===== config.mk =====
export PLATFORM = sky130hd
export DESIGN_NAME = sys_req_initiator
export DESIGN_NICKNAME = d
export VERILOG_FILES = /design/src/rtl/sys_req_initiator.sv
export SDC_FILE = /design/constraint.sdc
export NUM_CORES = 1
export LEC_CHECK = 0
export ABC_AREA = 1
export BUFFER_PORTS_ARGS = -buffer_cell sky130_fd_sc_hd__buf_2
export CAP_MARGIN = 10
export CORE_MARGIN = 5
export CORE_UTILIZATION = 58
export DETAILED_ROUTE_END_ITERATION = 16
export PLACE_DENSITY = 0.82
export SYNTH_ARGS = -nofsm -noshare
export SYNTH_HDL_FRONTEND = slang
export SYNTH_SLANG_ARGS = --single-unit

===== constraint.sdc =====
create_clock -name clk -period 2.54 [get_ports clk]
set_input_delay 0.508 -clock clk [delete_from_list [all_inputs] [get_ports clk]]
set_output_delay 0.508 -clock clk [all_outputs]
set_load 0.01 [all_outputs]

===== src/rtl/sys_req_initiator.sv =====
// System-side management initiator: one read/write command in, one completion
// out, with byte-serial write data and byte-collected read data on sys_req_*.
module sys_req_initiator #(
    parameter int DATA_BYTES = 2,
    parameter int TIMEOUT    = 1024
) (
    input  logic                    clk,
    input  logic                    rst_sys,
    input  logic                    cmd_valid,
    output logic                    cmd_ready,
    input  logic                    cmd_wr,
    input  logic [7:0]              cmd_addr,
    input  logic [8*DATA_BYTES-1:0] cmd_wdata,
    output logic                    rsp_valid,
    output logic                    rsp_err,
    output logic [8*DATA_BYTES-1:0] rsp_rdata,
    output logic                    sys_req_valid,
    output logic                    sys_req_wr,
    output logic [7:0]              sys_req_addr,
    input  logic                    sys_req_ack,
    output logic [7:0]              sys_req_data,
    output logic                    sys_req_data_valid,
    input  logic [7:0]              sys_resp_data,
    input  logic                    sys_resp_data_valid
);

    localparam int DW = 8 * DATA_BYTES;
    localparam int IW = $clog2(DATA_BYTES + 1);
    localparam int CW = $clog2(TIMEOUT);
    localparam logic [IW-1:0] IDX_LAST  = IW'(DATA_BYTES);
    localparam logic [IW-1:0] IDX_FINAL = IW'(DATA_BYTES - 1);
    localparam logic [CW-1:0] CNT_LAST  = CW'(TIMEOUT - 1);

    typedef enum logic [2:0] {
        IDLE,
        REQ,
        WDATA,
        RDATA,
        DONE
    } state_t;

    state_t          state_q, state_d;
    logic            wr_q, wr_d;
    logic [7:0]      addr_q, addr_d;
    logic [DW-1:0]   wdata_q, wdata_d;
    logic [DW-1:0]   rdata_q, rdata_d;
    logic [IW-1:0]   idx_q, idx_d;
    logic [CW-1:0]   cnt_q, cnt_d;
    logic            cmd_ready_q, cmd_ready_d;
    logic            rsp_valid_q, rsp_valid_d;
    logic            rsp_err_q, rsp_err_d;
    logic [DW-1:0]   rsp_rdata_q, rsp_rdata_d;
    logic            req_valid_q, req_valid_d;
    logic [7:0]      req_data_q, req_data_d;
    logic            req_dv_q, req_dv_d;
    logic [7:0]      wbyte;
    logic [DW-1:0]   rmerge;

    // Byte selection is MSB first: index 0 is the top byte of the payload.
    always_comb begin
        wbyte  = '0;
        rmerge = rdata_q;
        for (int i = 0; i < DATA_BYTES; i++) begin
            if (idx_q == IW'(i)) begin
                wbyte = wdata_q[8*(DATA_BYTES-1-i) +: 8];
                rmerge[8*(DATA_BYTES-1-i) +: 8] = sys_resp_data;
            end
        end
    end

    always_comb begin
        state_d     = state_q;
        wr_d        = wr_q;
        addr_d      = addr_q;
        wdata_d     = wdata_q;
        rdata_d     = rdata_q;
        idx_d       = idx_q;
        cnt_d       = cnt_q;
        cmd_ready_d = 1'b0;
        rsp_valid_d = 1'b0;
        rsp_err_d   = 1'b0;
        rsp_rdata_d = '0;
        req_valid_d = 1'b0;
        req_data_d  = '0;
        req_dv_d    = 1'b0;
        unique case (state_q)
            IDLE: begin
                cmd_ready_d = 1'b1;
                if (cmd_valid) begin
                    wr_d        = cmd_wr;
                    addr_d      = cmd_addr;
                    wdata_d     = cmd_wdata;
                    rdata_d     = '0;
                    idx_d       = '0;
                    cnt_d       = '0;
                    cmd_ready_d = 1'b0;
                    req_valid_d = 1'b1;
                    state_d     = REQ;
                end
            end
            REQ: begin
                req_valid_d = 1'b1;
                if (sys_req_ack) begin
                    req_valid_d = 1'b0;
                    cnt_d       = '0;
                    if (wr_q) begin
                        req_dv_d   = 1'b1;
                        req_data_d = wbyte;
                        idx_d      = idx_q + IW'(1);
                        state_d    = WDATA;
                    end else begin
                        state_d = RDATA;
                    end
                end else if (cnt_q == CNT_LAST) begin
                    req_valid_d = 1'b0;
                    rsp_valid_d = 1'b1;
                    rsp_err_d   = 1'b1;
                    state_d     = DONE;
                end else begin
                    cnt_d = cnt_q + CW'(1);
                end
            end
            WDATA: begin
                if (idx_q == IDX_LAST) begin
                    rsp_valid_d = 1'b1;
                    state_d     = DONE;
                end else begin
                    req_dv_d   = 1'b1;
                    req_data_d = wbyte;
                    idx_d      = idx_q + IW'(1);
                end
            end
            RDATA: begin
                if (sys_resp_data_valid) begin
                    rdata_d = rmerge;
                    cnt_d   = '0;
                    idx_d   = idx_q + IW'(1);
                    if (idx_q == IDX_FINAL) begin
                        rsp_valid_d = 1'b1;
                        rsp_rdata_d = rmerge;
                        state_d     = DONE;
                    end
                end else if (cnt_q == CNT_LAST) begin
                    rsp_valid_d = 1'b1;
                    rsp_err_d   = 1'b1;
                    rsp_rdata_d = rdata_q;
                    state_d     = DONE;
                end else begin
                    cnt_d = cnt_q + CW'(1);
                end
            end
            DONE: begin
                cmd_ready_d = 1'b1;
                state_d     = IDLE;
            end
            default: begin
                cmd_ready_d = 1'b1;
                state_d     = IDLE;
            end
        endcase
    end

    always_ff @(posedge clk) begin
        if (rst_sys) begin
            state_q     <= IDLE;
            wr_q        <= 1'b0;
            addr_q      <= '0;
            wdata_q     <= '0;
            rdata_q     <= '0;
            idx_q       <= '0;
            cnt_q       <= '0;
            cmd_ready_q <= 1'b1;
            rsp_valid_q <= 1'b0;
            rsp_err_q   <= 1'b0;
            rsp_rdata_q <= '0;
            req_valid_q <= 1'b0;
            req_data_q  <= '0;
            req_dv_q    <= 1'b0;
        end else begin
            state_q     <= state_d;
            wr_q        <= wr_d;
            addr_q      <= addr_d;
            wdata_q     <= wdata_d;
            rdata_q     <= rdata_d;
            idx_q       <= idx_d;
            cnt_q       <= cnt_d;
            cmd_ready_q <= cmd_ready_d;
            rsp_valid_q <= rsp_valid_d;
            rsp_err_q   <= rsp_err_d;
            rsp_rdata_q <= rsp_rdata_d;
            req_valid_q <= req_valid_d;
            req_data_q  <= req_data_d;
            req_dv_q    <= req_dv_d;
        end
    end

    assign cmd_ready          = cmd_ready_q;
    assign rsp_valid          = rsp_valid_q;
    assign rsp_err            = rsp_err_q;
    assign rsp_rdata          = rsp_rdata_q;
    assign sys_req_valid      = req_valid_q;
    assign sys_req_wr         = wr_q;
    assign sys_req_addr       = addr_q;
    assign sys_req_data       = req_data_q;
    assign sys_req_data_valid = req_dv_q;

endmodule

# [Word level (Yosys, flattened, before mapping)]
# Index checks and enable logic that the tools add are counted.
[totals] wordCells=93 out_inout_bits=38 in_bits=38 register_bits=85
[classes] mux=51 n_addsub=2 n_reduce_logical=12 n_bitwise=1 n_eq_ne=13
[op_table] operator="$mux 16" n=5
[op_table] operator="$mux 8" n=7
[op_table] operator="$mux 10" n=4
[op_table] operator="$pmux 16 s2" n=1
[op_table] operator="$pmux 10 s3" n=1
[op_table] operator="$mux 3" n=6
[op_table] operator="$pmux 8 s2" n=1
[op_table] operator="$mux 1" n=14
[op_table] operator="$ne 2x2->1 const B" n=6
[op_table] operator="$pmux 3 s4" n=1
[op_table] operator="$add 10x1->10 const B" n=1
[op_table] operator="$eq 10x10->1 const B" n=1
[op_table] operator="$mux 2" n=5
[op_table] operator="$pmux 1 s2" n=4
[op_table] operator="$pmux 2 s4" n=1
[op_table] operator="$eq 3x2->1 const B" n=2
[op_table] operator="$reduce_and 3->1" n=2
[op_table] operator="$reduce_and 6->1" n=1
[op_table] operator="$reduce_and 2->1" n=2
[op_table] operator="$reduce_bool 4->1" n=1
[op_table] operator="$eq 3x1->1 const B" n=1
[op_table] operator="$logic_not 3->1" n=1
[op_table] operator="$ne 3x3->1 const B" n=1
[op_table] operator="$pmux 1 s3" n=1
[op_table] operator="other kinds (9)" n=9

# [Depth between registers and ports, before layout]
# Gate-level depths: netlist (run 1).
[depth] word_depth=6 depth_mapped=10 mapped_depth_nobuf=10

# [Worst setup path before layout (run 1)]
# No wires, ideal clock.
[synth_timing] path_kind="register to register" startpoint="reg cnt_q[0]" endpoint="reg cnt_q[0]" period_less_slack_ns=1.426 t_arrival_ns=1.308 setup_ns=0.118 path_stages_with_launch=9 path_slack_ns=1.114 n_path_buf=0 required_time_ns=2.422 path_cell_list="dfxtp_1 > ha_1 > nand2_1 > nor2_2 > nand3_1 > nand2_2 > inv_2 > o21ai_1 > a21oi_2"
[synth_between] elab_chain_cells=4 elab_cells_between_ends=6 cone_classes="1 x add/sub; 1 x eq/ne; 4 x mux"
[synth_lines] element="start: declaration" line="48" rtl="logic [CW-1:0] cnt_q, cnt_d;"
[synth_lines] element="start signal: assignment" line="186" rtl="cnt_q <= cnt_d;"
[synth_lines] element="$add 10x1->10 / $eq 10x10->1 (equally long branches)"
[synth_lines] element="$mux 10 (*)" line="114, 143"
[synth_lines] element="$mux 10 (on tied branches)" line="134, 103"
[synth_lines] element="$pmux 10 s3 (*)" line="86" rtl="unique case (state_q)"
# Mark *: on every way between the ends. The rest lies on a longest branch, timed or not.
# A chain may end at the register's enable or synchronous reset.

# [Worst setup path in the final report (run 1)]
[layout_timing] startpoint="reg idx_q[1]" endpoint="reg rsp_rdata_q[11], in the netlist rsp_rdata[11]"
[layout_between] elab_chain_cells=4 elab_cells_between_ends=5 cone_classes="1 x eq/ne; 3 x mux; 1 x reduce/logical"
[layout_lines] element="start: declaration" line="47" rtl="logic [IW-1:0] idx_q, idx_d;"
[layout_lines] element="start signal: assignment" line="185" rtl="idx_q <= idx_d;"
[layout_lines] element="$logic_not 2->1" line="64" rtl="if (idx_q == IW'(i)) begin"
[layout_lines] element="$mux 8" line="64"
[layout_lines] element="$mux 16 (*)" line="138" rtl="if (idx_q == IDX_FINAL) begin"
[layout_lines] element="$mux 16 (*)" line="134" rtl="if (sys_resp_data_valid) begin"
[layout_lines] element="end signal: assignment" line="190" rtl="rsp_rdata_q <= rsp_rdata_d;"
[layout_lines] element="end: declaration" line="52" rtl="logic [DW-1:0] rsp_rdata_q, rsp_rdata_d;"
# Marked as above.

==> results of run 1 <==
## kinds of logic (layout without fill, tap and decap cells)
group | count (synthesis) | count (layout) | synth area share, %
buf+inv | 59 | 137 | 6.85
xor+xnor | 1 | 1 | 0.245
compound gates | 101 | 101 | 15.3
flops | 85 | 85 | 47.6
fa+ha+maj | 4 | 4 | 1.40
simple gates | 219 | 219 | 28.7
## metal layers
| layer | up-vias | track usage [%] |
|---|---|---|
| met1 | 1501 | 27.7 |
| met3 | 23 | 3.54 |
| met5 | - | 0 |
| met2 | 141 | 35.8 |
| met4 | 0 | 12.8 |
| li1 | 1673 | - |
## final cells by class
cell class / count / area (um2)
Fill cell: 492 / 1750
Clock inverter: 4 / 53.8
Clock buffer: 12 / 165
Timing Repair Buffer: 78 / 398
Inverter: 43 / 166
Multi-Input combinational cell: 325 / 1630
Tap cell: 75 / 93.8
Sequential cell: 85 / 1700
## cell usage in the layout (no fill, tap or decap), drive strengths merged
master,count
a211oi,7
a21oi,66
buf,78
bufinv,1
clkbuf,12
clkinv,1
clkinvlp,2
dfxtp,85
ha,4
inv,43
nand2,128
nand3,32
nand4,2
nor2,44
nor3,12
o2111ai,1
o211ai,2
o21ai,25
or2,1
xnor2,1
## registers in the layout (all words and copies together), names as in the netlist, 2 cells and up
name,flops
state_q,3
rsp_rdata,16
sys_req_addr,8
rdata_q,16
wdata_q,16
sys_req_data,8
cnt_q,10
idx_q,2
## power groups by stage
stage,sequential [W],combinational [W],clock [W]
after CTS,0.00160,0.00117,0.00105
after global routing,0.00162,0.00133,0.00111
after detailed placement,0.00163,0.00116,0
final,0.00160,0.00117,0.00103
after floorplan,0.00163,0.000876,0
after global placement,0.00162,0.00113,0
## Yosys cell counts (3+ instances only)
cell type  count
nand2_1      117
dfxtp_1       85
a21oi_1       62
nor2_1        38
inv_1         33
nand3_1       30
o21ai_0       22
nor3_2         9
clkbuf_1       8
nand2_2        8
a211oi_1       7
inv_2          7
buf_2          6
a21oi_2        4
ha_1           4
nor2_2         4
nand2_4        3
o21ai_1        3
## critical path: stages (launching register included)
cell	delay (ns)
dfxtp_1	0.33
inv_1	0.08
ha_1	0.44
nand2_1	0.13
inv_1	0.38
nand2_1	0.10
a21oi_1	0.20
## worst max-delay path by stage
stage / to / slack [ns] / from
floorplan: cnt_q[0] / 1.11 / cnt_q[0]
global placement: sys_req_data[7] / 0.79 / rst_sys
detailed placement: sys_req_data[3] / 0.76 / rst_sys
CTS: rsp_rdata[11] / 0.80 / idx_q[1]
global route: state_q[0] / 0.59 / idx_q[1]
finish: rsp_rdata[11] / 0.80 / idx_q[1]
## stage by stage
step / std cells / hold slack [ns]
after detailed placement: 606 / 0.449
after CTS: 622 / 0.373
after global placement: 606 / 0.446
final: 622 / 0.382
after global routing: 622 / 0.382
after floorplan: 469 / 0.425
==> impl_metrics.tcl, run 1 <==
set metrics [dict create \
    rsz0062_at_grt "false" \
    grt_pass1_vias 3002 \
    dp_slack_ns 0.757 \
    hp-start "cmd_addr[4]" \
    worstHoldPathCells 3 \
    whs_endpoint "sys_req_addr[4]" \
    power_frac_comb_pct 30.9 \
    ys_ff_latch 85 \
    seqPwrFrac_pct 42.0 \
    yosysTopAreaCell "dfxtp_1" \
    drt_wl_total_um 8390 \
    p_clk_share_pct 27.1 \
    finalClockSkew_ns 0.00755 \
    ys.flop_type "dfxtp_1" \
    period_needed_ns 1.74 \
    ant_nets 0 \
    syn_inst 469 \
    relSlewSlack_pct 61.7 \
    syn_area_um2 3580 \
    yosys-top-cells-area "dfxtp_1 (48%), nand2_1 (12%), a21oi_1 (8.7%)" \
    post-route-period-util_pct 68.4 \
    p_leak_nw 1.78 \
    yosysSeqAreaShare_pct 47.6 \
    start_util_pct 60.1 \
    critPathArrivalTime_ns 2.02 \
    gp_congestion 0.868 \
    postLayoutCoreUtil_pct 70.7 \
    syn_to_final_growth_pct 17.7 \
    dieHeight_um 88.5 \
    reg2reg_to "rsp_rdata[11]" \
    cts.path.max_buffers 2 \
    top_layer_used "met4" \
    dp_hpwl_um 5940 \
    diodes 0 \
    p_sw_w 0.00140 \
    layout_setup_ws_ns 0.802 \
    drtIter0Drc 209 \
    hold_path.class "input port to flop" \
    path_class "flop to flop" \
    clkTransAtPathRegs_ns 0.09 \
    pin_count 76 \
    ctsResizeCount 0 \
    dieArea_um2 7840 \
    grt_max_degree 33 \
    vdd_drop_max_v 0.000691 \
    clock.fmax_ghz 0.575 \
    clock-sinks 85 \
    required_ns 2.82 \
    grt.overflow.total 0 \
    synth_top_cell_area_share_pct 47.6 \
    setup_tns_ns 0 \
    cts_setup_buffers 0 \
    finalPower_w 0.00380 \
    core_region_area_um2 5960 \
    synth_edf_count 0 \
    htreeDepth 3 \
    sw_frac_of_total_pct 36.9 \
    place.port_buffers 75 \
    setup_violations 0 \
    intPower_w 0.00240 \
    drc 0 \
    fin_nets 584 \
    tritoncts "done" \
    wl_met2_um 4100 \
    num_rows 28 \
    slew_violations 0 \
    r2r_cells 6 \
    yosysWarnings 0 \
    hold_buffers 0 \
    ys_async_sr_fraction_pct 0 \
    worst_setup_path_end_kind "flop" \
    status "finished clean" \
    die_w_um 88.5 \
    wl_per_cell_um 13.5 \
    antenna_found_initial 0 \
    synth.avg_cell_area_um2 7.63 \
    final_area_um2 4210 \
    grt_use_total_pct 22.0 \
    place_area_um2 3990 \
    vias_per_cell 5.37 \
    cts_buffers 9 \
    clock_tree.root_cell "clkbuf_8" \
    crit_fanout 16 \
    synth_nets 511 \
    ys_types 32 \
    p_per_area_nw_per_um2 903 \
    vias 3338 \
    reg2reg_slack_ns 0.80 \
    wl_met3_um 585 \
    grt_pass1_wl_um 13500 \
    first_pass_iters 5 \
    hold_viol 0 \
    clk_latency_ns 0.36 \
    drv_cap 0 \
    tightestPinTransition_ns 0.574 \
    met1Wirelength_um 3490 \
    regToRegStartpoint "idx_q[1]" \
    final_layout_size_suffix_gt1_share_pct 25.0 \
    start_kind "flop" \
]
Note: power is estimated with default switching activity, not from simulation.
==> run 2, diff against run 1 <==
--- a/config.mk
+++ b/config.mk
@@ -9,9 +9,9 @@
 export BUFFER_PORTS_ARGS = -buffer_cell sky130_fd_sc_hd__buf_2
 export CAP_MARGIN = 10
 export CORE_MARGIN = 5
-export CORE_UTILIZATION = 58
+export CORE_UTILIZATION = 54
 export DETAILED_ROUTE_END_ITERATION = 16
-export PLACE_DENSITY = 0.82
+export PLACE_DENSITY = 0.77
 export SYNTH_ARGS = -nofsm -noshare
 export SYNTH_HDL_FRONTEND = slang
 export SYNTH_SLANG_ARGS = --single-unit
==> constraint.sdc (replaced) <==
create_clock -name clk -period 1.7 [get_ports clk]
set_input_delay 0.34 -clock clk [delete_from_list [all_inputs] [get_ports clk]]
set_output_delay 0.34 -clock clk [all_outputs]
set_load 0.01 [all_outputs]
==> impl_metrics.tcl, run 2 (synthesis gave the netlist of run 1 again) <==
set metrics [dict create \
    pin_count 76 \
    core_region_area_um2 6390 \
    grt.overflow.total 0 \
    rsz0062_at_grt "false" \
    relSlewSlack_pct 76.3 \
    cts_buffers 9 \
    intPower_w 0.00360 \
    place.port_buffers 75 \
    critPathArrivalTime_ns 1.78 \
    p_leak_nw 1.82 \
    finalClockSkew_ns 0.00953 \
    tightestPinTransition_ns 0.355 \
    met1Wirelength_um 3710 \
    clk_latency_ns 0.35 \
    drv_cap 0 \
    syn_to_final_growth_pct 19.8 \
    die_w_um 91.4 \
    vias 3355 \
    hold_path.class "input port to flop" \
    vias_per_cell 5.31 \
    start_util_pct 56.0 \
    drt_wl_total_um 8410 \
    cts.path.max_buffers 2 \
    antenna_found_initial 0 \
    wl_met2_um 3950 \
    mostFrequentLayoutCells "nand2_1 (116), dfxtp_1 (84), buf_2 (75), a21oi_1 (62), nor2_1 (38)" \
    vdd_drop_max_v 0.000949 \
    power_frac_comb_pct 32.1 \
    setup_violations 0 \
    post-route-period-util_pct 90.4 \
    grt_pass1_wl_um 14200 \
    worst_setup_path_end_kind "flop" \
    dieArea_um2 8350 \
    diodes 0 \
    place_inst 616 \
    setup_tns_ns 0 \
    clock.fmax_ghz 0.651 \
    wl_met3_um 582 \
    dieHeight_um 91.4 \
    final_layout_size_suffix_gt1_share_pct 26.5 \
    top_layer_used "met4" \
    drc 0 \
    dp_hpwl_um 6040 \
    num_rows 29 \
    seqPwrFrac_pct 41.8 \
    grt_max_degree 33 \
    grt_use_total_pct 20.5 \
    multiInputGateArea_um2 1640 \
    fin_nets 592 \
    ant_nets 0 \
    crit_fanout 7 \
    status "finished clean" \
    drtIter0Drc 136 \
    first_pass_iters 5 \
    slew_violations 0 \
    p_per_area_nw_per_um2 1330 \
    path_class "flop to flop" \
    clock_tree.root_cell "clkbuf_8" \
    required_ns 1.94 \
    final_cells 632 \
    clkTransAtPathRegs_ns 0.08 \
    hold_buffers 0 \
    wl_per_cell_um 13.3 \
    p_clk_share_pct 26.1 \
    sw_frac_of_total_pct 36.9 \
    n_fill_cell 536 \
    grt_pass1_vias 3175 \
    seqCellArea_um2 1700 \
    p_sw_w 0.00211 \
    hold_viol 0 \
    period_needed_ns 1.54 \
    start_kind "flop" \
    clock-sinks 85 \
    cp_slowest_cell "dfxtp_2" \
    max_stage_delay_ns 0.37 \
    final_common_cell "nand2_1" \
    gp_congestion 0.881 \
    htreeDepth 3 \
    tritoncts "done" \
    path_cells "ha_1, nand2_1, nor2_2, nand3_2, nand2_2, inv_2, o21ai_1, a21oi_2" \
]
## run 2: area by class of cell
class                           count  area share [%]
Multi-Input combinational cell    325            38.2
Clock buffer                       12            3.62
Timing Repair Buffer               86            11.0
Tap cell                           77            2.25
Clock inverter                      4            1.28
Inverter                           43            3.88
Sequential cell                    85            39.7
## run 2: routing by layer
layer  GRT usage, %  up-vias
met5              0        -
met4           7.95        0
met3           5.21       16
met2           33.2      122
met1           26.2     1527
li1               -     1690
## run 2: power groups by stage
| stage | clock network (W) | registers (W) | logic, W |
|---|---|---|---|
| 2_1_floorplan | 0 | 0.00244 | 0.00131 |
| 3_3_place_gp | 0 | 0.00242 | 0.00177 |
| 3_5_place_dp | 0 | 0.00243 | 0.00181 |
| 4_1_cts | 0.00150 | 0.00239 | 0.00182 |
| 5_1_grt | 0.00161 | 0.00242 | 0.00207 |
| 6_report | 0.00149 | 0.00239 | 0.00183 |
## run 2: through the flow
stage / utilization (%) / area, um2 / worst slack [ns] / power, W / hold slack (ns)
final: 67.1 / 4290 / 0.163 / 0.00571 / 0.228
after global routing: 67.1 / 4290 / 0.0224 / 0.00609 / 0.224
after CTS: 67.0 / 4280 / 0.0548 / 0.00571 / 0.220
after detailed placement: 63.7 / 4070 / 0.0679 / 0.00424 / 0.442
after global placement: 63.7 / 4070 / 0.168 / 0.00419 / 0.435
after floorplan: - / 3580 / 0.274 / 0.00375 / 0.425
## run 2: path summary, 6_finish.rpt
check | end | slack, ns | from | cells past startpoint
max reg2reg | cnt_q[0] | 0.16 | cnt_q[0] | 8
min | wdata_q[15] | 0.23 | cmd_wdata[15] | 3
min reg2reg | wdata_q[8] | 0.45 | wdata_q[8] | 2
max | cnt_q[0] | 0.16 | cnt_q[0] | 8
## run 2: critical path: cells and delay by family, from the launching register on
kind	cells	cell delay, ns
AO/OA/AOI/OAI	2	0.20
adder cells (fa/ha/maj)	1	0.18
buffers and inverters	1	0.07
flip-flops	1	0.37
AND/OR/NAND/NOR	4	0.60
## run 2: what timing repair did
item | in CTS | in global routing
setup buffers | 0 | 0
resized for setup | 0 | 3
endpoints found under the setup margin | 0 | 10
==> run 3, diff against run 2 <==
--- a/config.mk
+++ b/config.mk
@@ -9,9 +9,9 @@
 export BUFFER_PORTS_ARGS = -buffer_cell sky130_fd_sc_hd__buf_2
 export CAP_MARGIN = 10
 export CORE_MARGIN = 5
-export CORE_UTILIZATION = 54
+export CORE_UTILIZATION = 49
 export DETAILED_ROUTE_END_ITERATION = 16
-export PLACE_DENSITY = 0.77
+export PLACE_DENSITY = 0.74
 export SYNTH_ARGS = -nofsm -noshare
 export SYNTH_HDL_FRONTEND = slang
 export SYNTH_SLANG_ARGS = --single-unit
==> constraint.sdc (replaced) <==
create_clock -name clk -period 1.3 [get_ports clk]
set_input_delay 0.26 -clock clk [delete_from_list [all_inputs] [get_ports clk]]
set_output_delay 0.26 -clock clk [all_outputs]
set_load 0.01 [all_outputs]
==> impl_metrics.tcl, run 3 (synthesis gave the netlist of run 1 again) <==
set metrics [dict create \
    status "finished with violations" \
    violations "negative setup slack" \
    clkTransAtPathRegs_ns 0.09 \
    clock_tree.root_cell "clkbuf_8" \
    slew_violations 0 \
    grt_pass1_wl_um 15000 \
    mostFrequentLayoutCells "nand2_1 (111), buf_2 (75), dfxtp_1 (74), a21oi_1 (57), buf_4 (34)" \
    finalPower_w 0.00871 \
    final_common_cell "nand2_1" \
    layout_setup_ws_ns -0.174 \
    relSlewSlack_pct 73.7 \
    ant_nets 0 \
    clock.fmax_ghz 0.678 \
    p_clk_share_pct 22.1 \
    cts.path.max_buffers 2 \
    cp_slowest_cell "dfxtp_4" \
    finalClockSkew_ns 0.00746 \
    p_per_area_nw_per_um2 1740 \
    final_area_um2 5020 \
    place_area_um2 4320 \
    crit_fanout 3 \
    drc 0 \
    dieHeight_um 95.5 \
    n_fill_cell 536 \
    start_kind "flop" \
    dp_hpwl_um 6510 \
    intPower_w 0.00537 \
    tritoncts "done" \
    core_region_area_um2 7180 \
    final_layout_size_suffix_gt1_share_pct 41.6 \
    rsz0062_at_grt "true" \
    die_w_um 95.5 \
    worst_setup_path_end_kind "flop" \
    place.port_buffers 75 \
    setup_violations 56 \
    path_class "flop to flop" \
    vias_per_cell 5.27 \
    drtIter0Drc 224 \
    p_sw_w 0.00334 \
    wl_per_cell_um 14.8 \
    fin_nets 631 \
    vias 3655 \
    seqPwrFrac_pct 36.3 \
    clk_latency_ns 0.36 \
    period_needed_ns 1.47 \
    required_ns 1.57 \
    p_leak_nw 2.10 \
    pin_count 76 \
    hold_path.class "input port to flop" \
    cts_buffers 9 \
    sw_frac_of_total_pct 38.3 \
    vdd_drop_max_v 0.000902 \
    path_cells "inv_2, ha_2, inv_2, o21ai_1, nor2_2, nand2_1, nand2_1, a21oi_1" \
    max_stage_delay_ns 0.36 \
    grt_use_total_pct 21.1 \
    drv_cap 0 \
    dieArea_um2 9110 \
    cp_top_family "compound AO/OA/AOI/OAI gates" \
    diodes 0 \
    num_rows 31 \
    post-route-period-util_pct 113 \
    start_util_pct 49.9 \
    critPathArrivalTime_ns 1.75 \
    gp_congestion 0.894 \
    drt_wl_total_um 10300 \
    antenna_found_initial 0 \
    syn_to_final_growth_pct 40.3 \
    hold_viol 0 \
    tightestPinTransition_ns 0.395 \
    grt.overflow.total 0 \
    htreeDepth 3 \
    critPathBufInv 2 \
    postLayoutCoreUtil_pct 70.0 \
    power_frac_comb_pct 41.6 \
    first_pass_iters 4 \
    grt_max_degree 33 \
    grt_pass1_vias 3333 \
    clock-sinks 85 \
]
[run 3: cell count changes in the layout (fill, tap and decap cells not counted), moves of 8 or more]
cell,change
buf_4,+24
buf_6,+9
dfxtp_1,-10
dfxtp_2,+8
nor2_1,-10
o21ai_0,-12
o21ai_2,+8
[run 3: worst paths after layout]
kind | start | to | slack, ns | cells past startpoint
worst max-delay path | idx_q[0] | idx_q[0] | -0.17 | 8
worst min-delay path | cmd_wdata[15] | wdata_q[15] | 0.14 | 3
worst max register to register | idx_q[0] | idx_q[0] | -0.17 | 8
worst min register to register | wdata_q[10] | wdata_q[10] | 0.46 | 2
[run 3: area by class of cell]
class | instances | area (um2) | area share [%]
clock inverters | 5 | 60.1 | 1.20
well taps | 99 | 124 | 2.47
flip-flops and latches | 85 | 1720 | 34.3
inverters | 43 | 184 | 3.66
clock buffers | 11 | 141 | 2.82
multi-input cells | 325 | 1910 | 38.1
repair buffers | 125 | 877 | 17.5
[run 3: through the flow]
step	setup TNS (ns)	cells	worst slack (ns)	hold slack [ns]
finish	-2.30	693	-0.174	0.136
global route	-7.04	693	-0.239	0.145
CTS	-0.210	682	-0.0431	0.130
detailed placement	-4.73	664	-0.163	0.443
global placement	-1.67	664	-0.0771	0.438
floorplan	0	469	0.00427	0.403
[run 3: worst reg2reg max path, cell delays in order, from the launching register on]
cell and delay (ns):
dfxtp_4 0.36, inv_2 0.10, ha_2 0.19, inv_2 0.05, o21ai_1 0.20, nor2_2 0.09, nand2_1 0.12, nand2_1 0.08
a21oi_1 0.20
[run 3: power groups by stage]
stage,Sequential (W),Combinational [W],Clock (W)
finish,0.00316,0.00363,0.00192
global route,0.00320,0.00394,0.00203
CTS,0.00315,0.00296,0.00192
detailed placement,0.00317,0.00269,0
global placement,0.00316,0.00261,0
floorplan,0.00320,0.00172,0
[run 3: repair_timing]
action / 4_1_cts / 5_1_grt
gates cloned: 0 / 2
setup endpoints to repair: 83 / 78
resized for setup: 50 / 60
setup buffers: 2 / 9
hold endpoints to repair: 0 / 0
pin swaps: 8 / 5
hold buffers: 0 / 0
[run 3: metal layers]
| layer | routed length (um) | vias to the layer above | track usage [%] |
|---|---|---|---|
| li1 | - | 1774 | - |
| met1 | 4110 | 1704 | 25.3 |
| met2 | 5220 | 148 | 36.1 |
| met3 | 668 | 29 | 3.71 |
| met4 | 291 | 0 | 10.5 |
| met5 | 0 | - | 0 |
